**src/rtl/tpu_axi_pkg.sv**
```systemverilog
// Shared definitions for the TPU matrix loader.
// Holds the loader FSM state encoding, the AXI4 read-channel constants the
// loader drives or checks, and the matrix-size limit.
package tpu_axi_pkg;

    localparam int          MAX_MATRIX_SIZE = 16;

    localparam logic [1:0]  AXI_BURST_INCR  = 2'b01;
    localparam logic [2:0]  AXI_SIZE_4B     = 3'b010;
    localparam logic [1:0]  AXI_RESP_OKAY   = 2'b00;

    typedef enum logic [1:0] {
        ST_IDLE = 2'd0,
        ST_AR   = 2'd1,
        ST_R    = 2'd2,
        ST_FIN  = 2'd3
    } ld_state_e;

    // N is legal when 1 <= N <= max_n.
    function automatic logic size_ok(input logic [4:0] n, input int max_n);
        return (n != 5'd0) && (int'({27'd0, n}) <= max_n);
    endfunction

endpackage

```
**src/rtl/tpu_matrix_loader_if.sv**
```systemverilog
// AXI4 read-address and read-data channels used by the matrix loader.
// master: loader side (drives AR*, RREADY); slave: memory/fabric side.
interface tpu_matrix_loader_if #(
    parameter int ADDR_W = 32,
    parameter int DATA_W = 32,
    parameter int ID_W   = 1
) ();
    logic [ID_W-1:0]   M_AXI_ARID;
    logic [ADDR_W-1:0] M_AXI_ARADDR;
    logic [7:0]        M_AXI_ARLEN;
    logic [2:0]        M_AXI_ARSIZE;
    logic [1:0]        M_AXI_ARBURST;
    logic              M_AXI_ARVALID;
    logic              M_AXI_ARREADY;
    logic [ID_W-1:0]   M_AXI_RID;
    logic [DATA_W-1:0] M_AXI_RDATA;
    logic [1:0]        M_AXI_RRESP;
    logic              M_AXI_RLAST;
    logic              M_AXI_RVALID;
    logic              M_AXI_RREADY;

    modport master (
        output M_AXI_ARID, M_AXI_ARADDR, M_AXI_ARLEN, M_AXI_ARSIZE, M_AXI_ARBURST,
        output M_AXI_ARVALID, M_AXI_RREADY,
        input  M_AXI_ARREADY, M_AXI_RID, M_AXI_RDATA, M_AXI_RRESP, M_AXI_RLAST,
        input  M_AXI_RVALID
    );

    modport slave (
        input  M_AXI_ARID, M_AXI_ARADDR, M_AXI_ARLEN, M_AXI_ARSIZE, M_AXI_ARBURST,
        input  M_AXI_ARVALID, M_AXI_RREADY,
        output M_AXI_ARREADY, M_AXI_RID, M_AXI_RDATA, M_AXI_RRESP, M_AXI_RLAST,
        output M_AXI_RVALID
    );
endinterface

```
**src/rtl/tpu_matrix_loader_burst_gen.sv**
```systemverilog
// Burst generator for the matrix loader (module tpu_burst_gen).
// Purely combinational: from the latched base address, the index of the next
// burst and the number of words still to request, produce the burst size.
//   base       : matrix base byte address
//   burst_idx  : 0-based burst number
//   remaining  : words not yet requested (>= 1 when used)
//   beats      : min(BURST_LEN, remaining)
//   arlen      : beats-1
//   araddr     : base + burst_idx * BURST_LEN * bytes-per-beat
module tpu_burst_gen #(
    parameter int ADDR_W    = 32,
    parameter int DATA_W    = 32,
    parameter int BURST_LEN = 16
) (
    input  logic [ADDR_W-1:0] base,
    input  logic [4:0]        burst_idx,
    input  logic [8:0]        remaining,
    output logic [8:0]        beats,
    output logic [7:0]        arlen,
    output logic [ADDR_W-1:0] araddr
);
    // Every burst but the last is full, so burst k starts k full strides in.
    localparam int STRIDE = BURST_LEN * (DATA_W / 8);

    always_comb begin
        beats  = (remaining > 9'(BURST_LEN)) ? 9'(BURST_LEN) : remaining;
        arlen  = 8'(beats - 9'd1);
        araddr = base + ADDR_W'(burst_idx) * ADDR_W'(STRIDE);
    end
endmodule

```
**src/rtl/tpu_matrix_loader.sv**
```systemverilog
// TPU matrix loader: fetches an NxN matrix of 32-bit words over AXI4 read
// bursts (at most one outstanding) and streams it, row-major, into an element
// buffer.
//   ACLK/ARESET         : clock, synchronous active-high reset
//   start/base_addr/
//   matrix_size         : load request, 64-byte aligned base, N
//   busy/done/error     : status (done is a one-cycle pulse, error is sticky
//                         until the next accepted start)
//   buf_wr_*            : element buffer write port
//   m_axi               : AXI4 read master (AR + R channels)
module tpu_matrix_loader
    import tpu_axi_pkg::*;
#(
    parameter int C_M_AXI_ADDR_WIDTH = 32,
    parameter int C_M_AXI_DATA_WIDTH = 32,
    parameter int C_M_AXI_ID_WIDTH   = 1,
    parameter int C_M_AXI_BURST_LEN  = 16,
    parameter int MAX_MATRIX_SIZE    = tpu_axi_pkg::MAX_MATRIX_SIZE
) (
    input  logic                          ACLK,
    input  logic                          ARESET,
    input  logic                          start,
    input  logic [C_M_AXI_ADDR_WIDTH-1:0] base_addr,
    input  logic [4:0]                    matrix_size,
    output logic                          busy,
    output logic                          done,
    output logic                          error,
    output logic                          buf_wr_en,
    output logic [7:0]                    buf_wr_addr,
    output logic [C_M_AXI_DATA_WIDTH-1:0] buf_wr_data,
    tpu_matrix_loader_if.master           m_axi
);
    ld_state_e                     state_q, state_d;
    logic [C_M_AXI_ADDR_WIDTH-1:0] base_q, base_d;
    logic [8:0]                    total_q, total_d;     // N*N
    logic [8:0]                    issued_q, issued_d;   // words requested so far
    logic [4:0]                    burst_idx_q, burst_idx_d;
    logic [7:0]                    beat_cnt_q, beat_cnt_d;
    logic [7:0]                    len_q, len_d;         // ARLEN of the burst in flight
    logic [8:0]                    wr_idx_q, wr_idx_d;
    logic                          err_q, err_d;

    logic [8:0]                    gen_beats;
    logic [7:0]                    gen_arlen;
    logic [C_M_AXI_ADDR_WIDTH-1:0] gen_araddr;
    logic                          wr_en;
    logic                          last_beat;
    logic                          beat_bad;

    tpu_burst_gen #(
        .ADDR_W    (C_M_AXI_ADDR_WIDTH),
        .DATA_W    (C_M_AXI_DATA_WIDTH),
        .BURST_LEN (C_M_AXI_BURST_LEN)
    ) u_burst_gen (
        .base      (base_q),
        .burst_idx (burst_idx_q),
        .remaining (total_q - issued_q),
        .beats     (gen_beats),
        .arlen     (gen_arlen),
        .araddr    (gen_araddr)
    );

    always_comb begin
        state_d     = state_q;
        base_d      = base_q;
        total_d     = total_q;
        issued_d    = issued_q;
        burst_idx_d = burst_idx_q;
        beat_cnt_d  = beat_cnt_q;
        len_d       = len_q;
        wr_idx_d    = wr_idx_q;
        err_d       = err_q;
        wr_en       = 1'b0;

        // Burst length is counted, never taken from RLAST; an RLAST that
        // disagrees with the count is itself an error.
        last_beat = (beat_cnt_q == len_q);
        beat_bad  = (m_axi.M_AXI_RRESP != AXI_RESP_OKAY) ||
                    (m_axi.M_AXI_RLAST != last_beat);

        unique case (state_q)
            ST_IDLE: begin
                if (start) begin
                    base_d      = base_addr;
                    total_d     = 9'(matrix_size) * 9'(matrix_size);
                    issued_d    = 9'd0;
                    burst_idx_d = 5'd0;
                    wr_idx_d    = 9'd0;
                    err_d       = 1'b0;
                    if (size_ok(matrix_size, MAX_MATRIX_SIZE)) begin
                        state_d = ST_AR;
                    end else begin
                        err_d   = 1'b1;
                        state_d = ST_FIN;
                    end
                end
            end
            ST_AR: begin
                if (m_axi.M_AXI_ARREADY) begin
                    issued_d    = issued_q + gen_beats;
                    burst_idx_d = burst_idx_q + 5'd1;
                    len_d       = gen_arlen;
                    beat_cnt_d  = 8'd0;
                    state_d     = ST_R;
                end
            end
            ST_R: begin
                if (m_axi.M_AXI_RVALID) begin
                    beat_cnt_d = beat_cnt_q + 8'd1;
                    // Once the load has failed, the rest of the burst is drained
                    // but never written.
                    if (beat_bad) begin
                        err_d = 1'b1;
                    end else if (!err_q) begin
                        wr_en    = 1'b1;
                        wr_idx_d = wr_idx_q + 9'd1;
                    end
                    if (last_beat) begin
                        state_d = (err_q || beat_bad || issued_q == total_q) ? ST_FIN : ST_AR;
                    end
                end
            end
            ST_FIN: begin
                state_d = ST_IDLE;
            end
            default: begin
                state_d = ST_IDLE;
            end
        endcase
    end

    always_ff @(posedge ACLK) begin
        if (ARESET) begin
            state_q     <= ST_IDLE;
            base_q      <= '0;
            total_q     <= '0;
            issued_q    <= '0;
            burst_idx_q <= '0;
            beat_cnt_q  <= '0;
            len_q       <= '0;
            wr_idx_q    <= '0;
            err_q       <= 1'b0;
        end else begin
            state_q     <= state_d;
            base_q      <= base_d;
            total_q     <= total_d;
            issued_q    <= issued_d;
            burst_idx_q <= burst_idx_d;
            beat_cnt_q  <= beat_cnt_d;
            len_q       <= len_d;
            wr_idx_q    <= wr_idx_d;
            err_q       <= err_d;
        end
    end

    // Outputs decode from state; address/data buses are zeroed when not
    // qualified so they read as 0 straight after reset.
    assign busy        = (state_q != ST_IDLE);
    assign done        = (state_q == ST_FIN);
    assign error       = err_q;
    assign buf_wr_en   = wr_en;
    assign buf_wr_addr = wr_en ? wr_idx_q[7:0] : 8'd0;
    assign buf_wr_data = wr_en ? m_axi.M_AXI_RDATA : '0;

    assign m_axi.M_AXI_ARID    = {C_M_AXI_ID_WIDTH{1'b0}};
    assign m_axi.M_AXI_ARSIZE  = AXI_SIZE_4B;
    assign m_axi.M_AXI_ARBURST = AXI_BURST_INCR;
    assign m_axi.M_AXI_ARVALID = (state_q == ST_AR);
    assign m_axi.M_AXI_ARADDR  = (state_q == ST_AR) ? gen_araddr : '0;
    assign m_axi.M_AXI_ARLEN   = (state_q == ST_AR) ? gen_arlen : 8'd0;
    assign m_axi.M_AXI_RREADY  = (state_q == ST_R);

    logic unused_rid;
    assign unused_rid = |m_axi.M_AXI_RID;
endmodule

```
**src/flat_wrapper.sv**
```systemverilog
// flat-port wrapper written by rule: the top's interface ports become plain ports
module tpu_matrix_loader_flat import tpu_axi_pkg::*;
#(
    parameter int C_M_AXI_ADDR_WIDTH = 32,
    parameter int C_M_AXI_DATA_WIDTH = 32,
    parameter int C_M_AXI_ID_WIDTH   = 1,
    parameter int C_M_AXI_BURST_LEN  = 16,
    parameter int MAX_MATRIX_SIZE    = tpu_axi_pkg::MAX_MATRIX_SIZE
)
  (ACLK, ARESET, start, base_addr, matrix_size, busy, done, error, buf_wr_en, buf_wr_addr, buf_wr_data, m_axi_M_AXI_ARID, m_axi_M_AXI_ARADDR, m_axi_M_AXI_ARLEN, m_axi_M_AXI_ARSIZE, m_axi_M_AXI_ARBURST, m_axi_M_AXI_ARVALID, m_axi_M_AXI_RREADY, m_axi_M_AXI_ARREADY, m_axi_M_AXI_RID, m_axi_M_AXI_RDATA, m_axi_M_AXI_RRESP, m_axi_M_AXI_RLAST, m_axi_M_AXI_RVALID);
  tpu_matrix_loader_if m_axi_i ();
  input  logic ACLK;
  input  logic ARESET;
  input  logic start;
  input  logic [C_M_AXI_ADDR_WIDTH-1:0] base_addr;
  input  logic [4:0] matrix_size;
  output logic busy;
  output logic done;
  output logic error;
  output logic buf_wr_en;
  output logic [7:0] buf_wr_addr;
  output logic [C_M_AXI_DATA_WIDTH-1:0] buf_wr_data;
  output wire logic [$bits(m_axi_i.M_AXI_ARID)-1:0] m_axi_M_AXI_ARID;
  output wire logic [$bits(m_axi_i.M_AXI_ARADDR)-1:0] m_axi_M_AXI_ARADDR;
  output wire logic [$bits(m_axi_i.M_AXI_ARLEN)-1:0] m_axi_M_AXI_ARLEN;
  output wire logic [$bits(m_axi_i.M_AXI_ARSIZE)-1:0] m_axi_M_AXI_ARSIZE;
  output wire logic [$bits(m_axi_i.M_AXI_ARBURST)-1:0] m_axi_M_AXI_ARBURST;
  output wire logic [$bits(m_axi_i.M_AXI_ARVALID)-1:0] m_axi_M_AXI_ARVALID;
  output wire logic [$bits(m_axi_i.M_AXI_RREADY)-1:0] m_axi_M_AXI_RREADY;
  input wire logic [$bits(m_axi_i.M_AXI_ARREADY)-1:0] m_axi_M_AXI_ARREADY;
  input wire logic [$bits(m_axi_i.M_AXI_RID)-1:0] m_axi_M_AXI_RID;
  input wire logic [$bits(m_axi_i.M_AXI_RDATA)-1:0] m_axi_M_AXI_RDATA;
  input wire logic [$bits(m_axi_i.M_AXI_RRESP)-1:0] m_axi_M_AXI_RRESP;
  input wire logic [$bits(m_axi_i.M_AXI_RLAST)-1:0] m_axi_M_AXI_RLAST;
  input wire logic [$bits(m_axi_i.M_AXI_RVALID)-1:0] m_axi_M_AXI_RVALID;
  assign m_axi_M_AXI_ARID = m_axi_i.M_AXI_ARID;
  assign m_axi_M_AXI_ARADDR = m_axi_i.M_AXI_ARADDR;
  assign m_axi_M_AXI_ARLEN = m_axi_i.M_AXI_ARLEN;
  assign m_axi_M_AXI_ARSIZE = m_axi_i.M_AXI_ARSIZE;
  assign m_axi_M_AXI_ARBURST = m_axi_i.M_AXI_ARBURST;
  assign m_axi_M_AXI_ARVALID = m_axi_i.M_AXI_ARVALID;
  assign m_axi_M_AXI_RREADY = m_axi_i.M_AXI_RREADY;
  assign m_axi_i.M_AXI_ARREADY = m_axi_M_AXI_ARREADY;
  assign m_axi_i.M_AXI_RID = m_axi_M_AXI_RID;
  assign m_axi_i.M_AXI_RDATA = m_axi_M_AXI_RDATA;
  assign m_axi_i.M_AXI_RRESP = m_axi_M_AXI_RRESP;
  assign m_axi_i.M_AXI_RLAST = m_axi_M_AXI_RLAST;
  assign m_axi_i.M_AXI_RVALID = m_axi_M_AXI_RVALID;
  tpu_matrix_loader #(.C_M_AXI_ADDR_WIDTH(C_M_AXI_ADDR_WIDTH), .C_M_AXI_DATA_WIDTH(C_M_AXI_DATA_WIDTH), .C_M_AXI_ID_WIDTH(C_M_AXI_ID_WIDTH), .C_M_AXI_BURST_LEN(C_M_AXI_BURST_LEN), .MAX_MATRIX_SIZE(MAX_MATRIX_SIZE)) u_core (.ACLK(ACLK), .ARESET(ARESET), .start(start), .base_addr(base_addr), .matrix_size(matrix_size), .busy(busy), .done(done), .error(error), .buf_wr_en(buf_wr_en), .buf_wr_addr(buf_wr_addr), .buf_wr_data(buf_wr_data), .m_axi(m_axi_i));
endmodule
```
**config.mk**
```make
export PLATFORM = sky130hd
export DESIGN_NAME = tpu_matrix_loader_flat
export DESIGN_NICKNAME = d
export VERILOG_FILES = /design/src/rtl/tpu_axi_pkg.sv /design/src/rtl/tpu_matrix_loader_if.sv /design/src/rtl/tpu_matrix_loader_burst_gen.sv /design/src/rtl/tpu_matrix_loader.sv /design/src/flat_wrapper.sv
export SDC_FILE = /design/constraint.sdc
export NUM_CORES = 1
export LEC_CHECK = 0
export ABC_AREA = 1
export BUFFER_PORTS_ARGS = -buffer_cell sky130_fd_sc_hd__buf_4
export CAP_MARGIN = 20
export CORE_MARGIN = 3
export CORE_UTILIZATION = 37
export CTS_BUF_LIST = sky130_fd_sc_hd__clkbuf_16
export DETAILED_ROUTE_END_ITERATION = 12
export GPL_TIMING_DRIVEN = 0
export SKIP_LAST_GASP = 1
export SLEW_MARGIN = 10
export SYNTH_ARGS = -nofsm -noshare
export SYNTH_HDL_FRONTEND = slang
export SYNTH_SLANG_ARGS = --single-unit
```
**constraint.sdc**
```tcl
create_clock -name ACLK -period 7.17 [get_ports ACLK]
set_clock_uncertainty 0.15 [all_clocks]
set_input_delay 0.3585 -clock ACLK [delete_from_list [all_inputs] [get_ports ACLK]]
set_output_delay 0.3585 -clock ACLK [all_outputs]
set_load 0.05 [all_outputs]
```
==> results by group <==
Placed design
  – Hpwl dp: roughly 13000 um
  – I/O Buffers: 162
  – GP Congestion: approximately 0.9
  – Pre-CTS worst setup slack: around 3.6 ns

Floorplanning
  – Die Y: about 130 um
  – Row count: 44
  – Die footprint: around 17000 sq um
  – Initial core utilization: 38.5%
  – Die X: ~130 um
  – I/O pins: between 150 and 200
  – Core Area: 14800 sq um

STA
  – Max Clk Rate: about 260 MHz
  – Final number of setup-violating endpoints: 0
  – Slew Limit Fails: 0
  – Fin crit share: approximately 53%
  – Measured slew at the worst slew-check pin: between 0.8 and 0.9 ns
  – Fin crit period: 3.79 ns
  – Setup ws final: 3.38 ns
  – Hold slack: approximately 0.088 ns
  – Slew HR: 40.9%
  – Setup tns final: 0 ns
  – Hold Violations, Final: 0
  – RSZ-0062 raised after global routing: no

CTS
  – CTS sink count: 81
  – Post-CTS resize count: 0
  – Clk pin slew, worst setup/hold paths: roughly 0.060 ns
  – Hold-fix buffers, CTS: 0
  – Clock Path Buffers: 2
  – Clock Latency Late Sink: 0.34 ns
  – # H-tree levels: 3
  – TritonCTS clock tree: done
  – CTS buffer count: 9
  – Post-CTS Repair Setup Buffers: 0
  – Root Buffer: clkbuf_16

Synth
  – Yosys warnings: 0
  – Seq cells post-synth: 81
  – Cell taking the most area after synthesis: dfxtp_1
  – Sequential fraction of the synthesis area: 28.4%
  – Mean area per synthesized cell: approximately 6.3 sq um
  – Unique cell type count in the Yosys netlist: 49
  – Most used DFF post-synth: dfxtp_1
  – EDFF count, synth: 0
  – Asr flop ratio synth: 0%
  – Cells after Synth: 902
  – Top cell type's share of synthesized area: 28.4%
  – Syn Std Cell Area: approximately 5700 sq um
  – Synth area leaders: dfxtp_1 (28%), nand2_1 (12%), inv_1 (10%)

Power and ir drop
  – Sequential cell fraction of total power: 27.0%
  – Maximum vdd drop: around 0.14 mV
  – Switch Pwr: between 0.001 and 0.0015 W
  – Pint: around 0.0012 W
  – Lkg Pwr: between 3 and 4 nW
  – Switching Fraction: between 40% and 50%
  – Clock power share: a little over a fifth
  – Pwr Density: just under 300 nW/um^2
  – Combinational share of power: approximately 52%

GRT
  – Vias in the first global route: 5366
  – First-pass GRT wire length: 26100 um
  – Initial antenna violation count: 0
  – Grt total ovfl: 0
  – Total GRT Usage: 19.4%
  – Largest net degree at the start of global routing: 13

Setup path
  – Worst EP arrival: around 3.3 ns
  – Crit path buf inv count: 5
  – Worst path depth: 19
  – CP required: 6.66 ns
  – Critical path launch point type: flip-flop
  – CP top delay family: simple AND/OR/NAND/NOR gates
  – WS Path Type: flip-flop to primary output
  – Worst Path Max Fanout: 7
  – Crit-path max cell delay: around 0.3 ns
  – Most used cell, CP: nand2_1
  – Worst r2r path cells: 30
  – CP max-delay cell: dfxtp_1
  – Critical-path cell list: inv_1 > ha_1 > inv_1 > ha_1 > nand2_1 > nand2_1 > nand3_1 > nand2_1 > nand2_1 > nand2_1 > nand3_2 > nor2_4 > inv_1 > nor2_4 > inv_1 > ha_1 > or2_1 > a21oi_1 > buf_4
  – CP endpoint kind: primary output

Job
  – Max_cap viols: 0

Route
  – Pre-antenna DRT Iters: 5
  – Vias: 6067
  – Drt drc: 0
  – Vias per inst: around 4.8
  – Drt wl/cell: ~13 um
  – Starting DRC count in detailed routing: about 470
  – Detailed Route WL: around 17000 um
  – Post-route ant nets: 0

Hold path
  – Worst Hold Class: primary input to flip-flop
  – Hold path cells: 3

Cells and area
  – Commonest cells after routing, fill and taps aside: nand2_1 (175), buf_4 (168), inv_1 (157)
  – Final nets: 1198
  – Multi-input gate area: 3330 sq um
  – Area delta synth->final: 31.1%
  – Fillers: about 1600
  – Layout cells sized above 1: a little under 20%
  – Storage element area: approximately 1600 sq um
  – Ant. Diodes: 0
  – Commonest non-fill, non-tap cell in the layout: nand2_1

Status
  – Status: finished, final reports clean
-- registers in the layout, indices dropped and copies added, names as in the netlist --
signal	flops
u_core.base_q	32
u_core.beat_cnt_q	8
u_core.burst_idx_q	5
u_core.error	1
u_core.issued_q	9
u_core.len_q	8
u_core.state_q	2
u_core.total_q	8
u_core.wr_idx_q	8
-- tightest hold or removal path, stage by stage --
cell	delay, ns
buf_4	0.08
nand3_1	0.06
o21ai_0	0.06
-- layout make-up --
class                           count  share of cell area (%)
Timing Repair Buffer              162                    16.3
Inverter                          163                    8.18
Multi-Input combinational cell    634                    44.5
Buffer                             31                    2.29
Tap cell                          184                    3.08
Clock buffer                        9                    3.01
Sequential cell                    81                    21.7
Clock inverter                      6                    1.02
-- synth_stat cells, types with 4 or more instances --
| cell | n |
|---|---|
| nor4_1 | 5 |
| nand3_1 | 57 |
| nor2_1 | 126 |
| nor3_1 | 27 |
| xnor2_1 | 4 |
| and3_1 | 4 |
| clkbuf_1 | 19 |
| nand2_1 | 175 |
| buf_6 | 4 |
| fa_1 | 5 |
| nor2_4 | 4 |
| inv_2 | 7 |
| nand4_1 | 10 |
| a21oi_1 | 63 |
| buf_4 | 6 |
| dfxtp_1 | 81 |
| inv_1 | 155 |
| xor2_1 | 14 |
| ha_1 | 33 |
| o21ai_0 | 59 |
-- per-stage QoR --
step / util [%] / std cells / total power, W / cell area [sq um]
finish: 50.5 / 1270 / 0.00223 / 7480
global route: 50.5 / 1270 / 0.00241 / 7480
CTS: 50.5 / 1270 / 0.00224 / 7480
detailed placement: 48.5 / 1255 / 0.00175 / 7180
global placement: 48.5 / 1255 / 0.00175 / 7180
floorplan: - / 909 / 0.00143 / 5730
-- cell families after synthesis --
family	share of synthesized area, %
AO/OA/AOI/OAI	13.5
XOR/XNOR	2.76
adder cells (fa/ha/maj)	8.99
buffers and inverters	13.7
flip-flops	28.4
other	0.132
AND/OR/NAND/NOR	32.4
-- metal layers --
metal	up-vias	global-route usage [%]	share of wire, %
li1	3204	-	-
met1	2640	25.5	46
met2	209	32.3	45
met3	14	4.79	7.9
met4	0	4.58	1.1
met5	-	0	0
-- final timing paths --
check / startpoint / endpoint / slack [ns]
max: u_core.total_q[0] / m_axi_M_AXI_ARLEN[2] / 3.38
min reg2reg: u_core.base_q[10] / u_core.base_q[10] / 0.30
min: base_addr[25] / u_core.base_q[25] / 0.09
max reg2reg: u_core.total_q[0] / u_core.issued_q[8] / 3.47
-- power groups by stage --
stage	Combinational [W]	Clock, W	Sequential (W)
2_1_floorplan	0.000830	0	0.000595
3_3_place_gp	0.00114	0	0.000608
3_5_place_dp	0.00115	0	0.000608
4_1_cts	0.00115	0.000492	0.000599
5_1_grt	0.00129	0.000511	0.000612
6_report	0.00115	0.000481	0.000600
(Power assumes the default switching activity.)
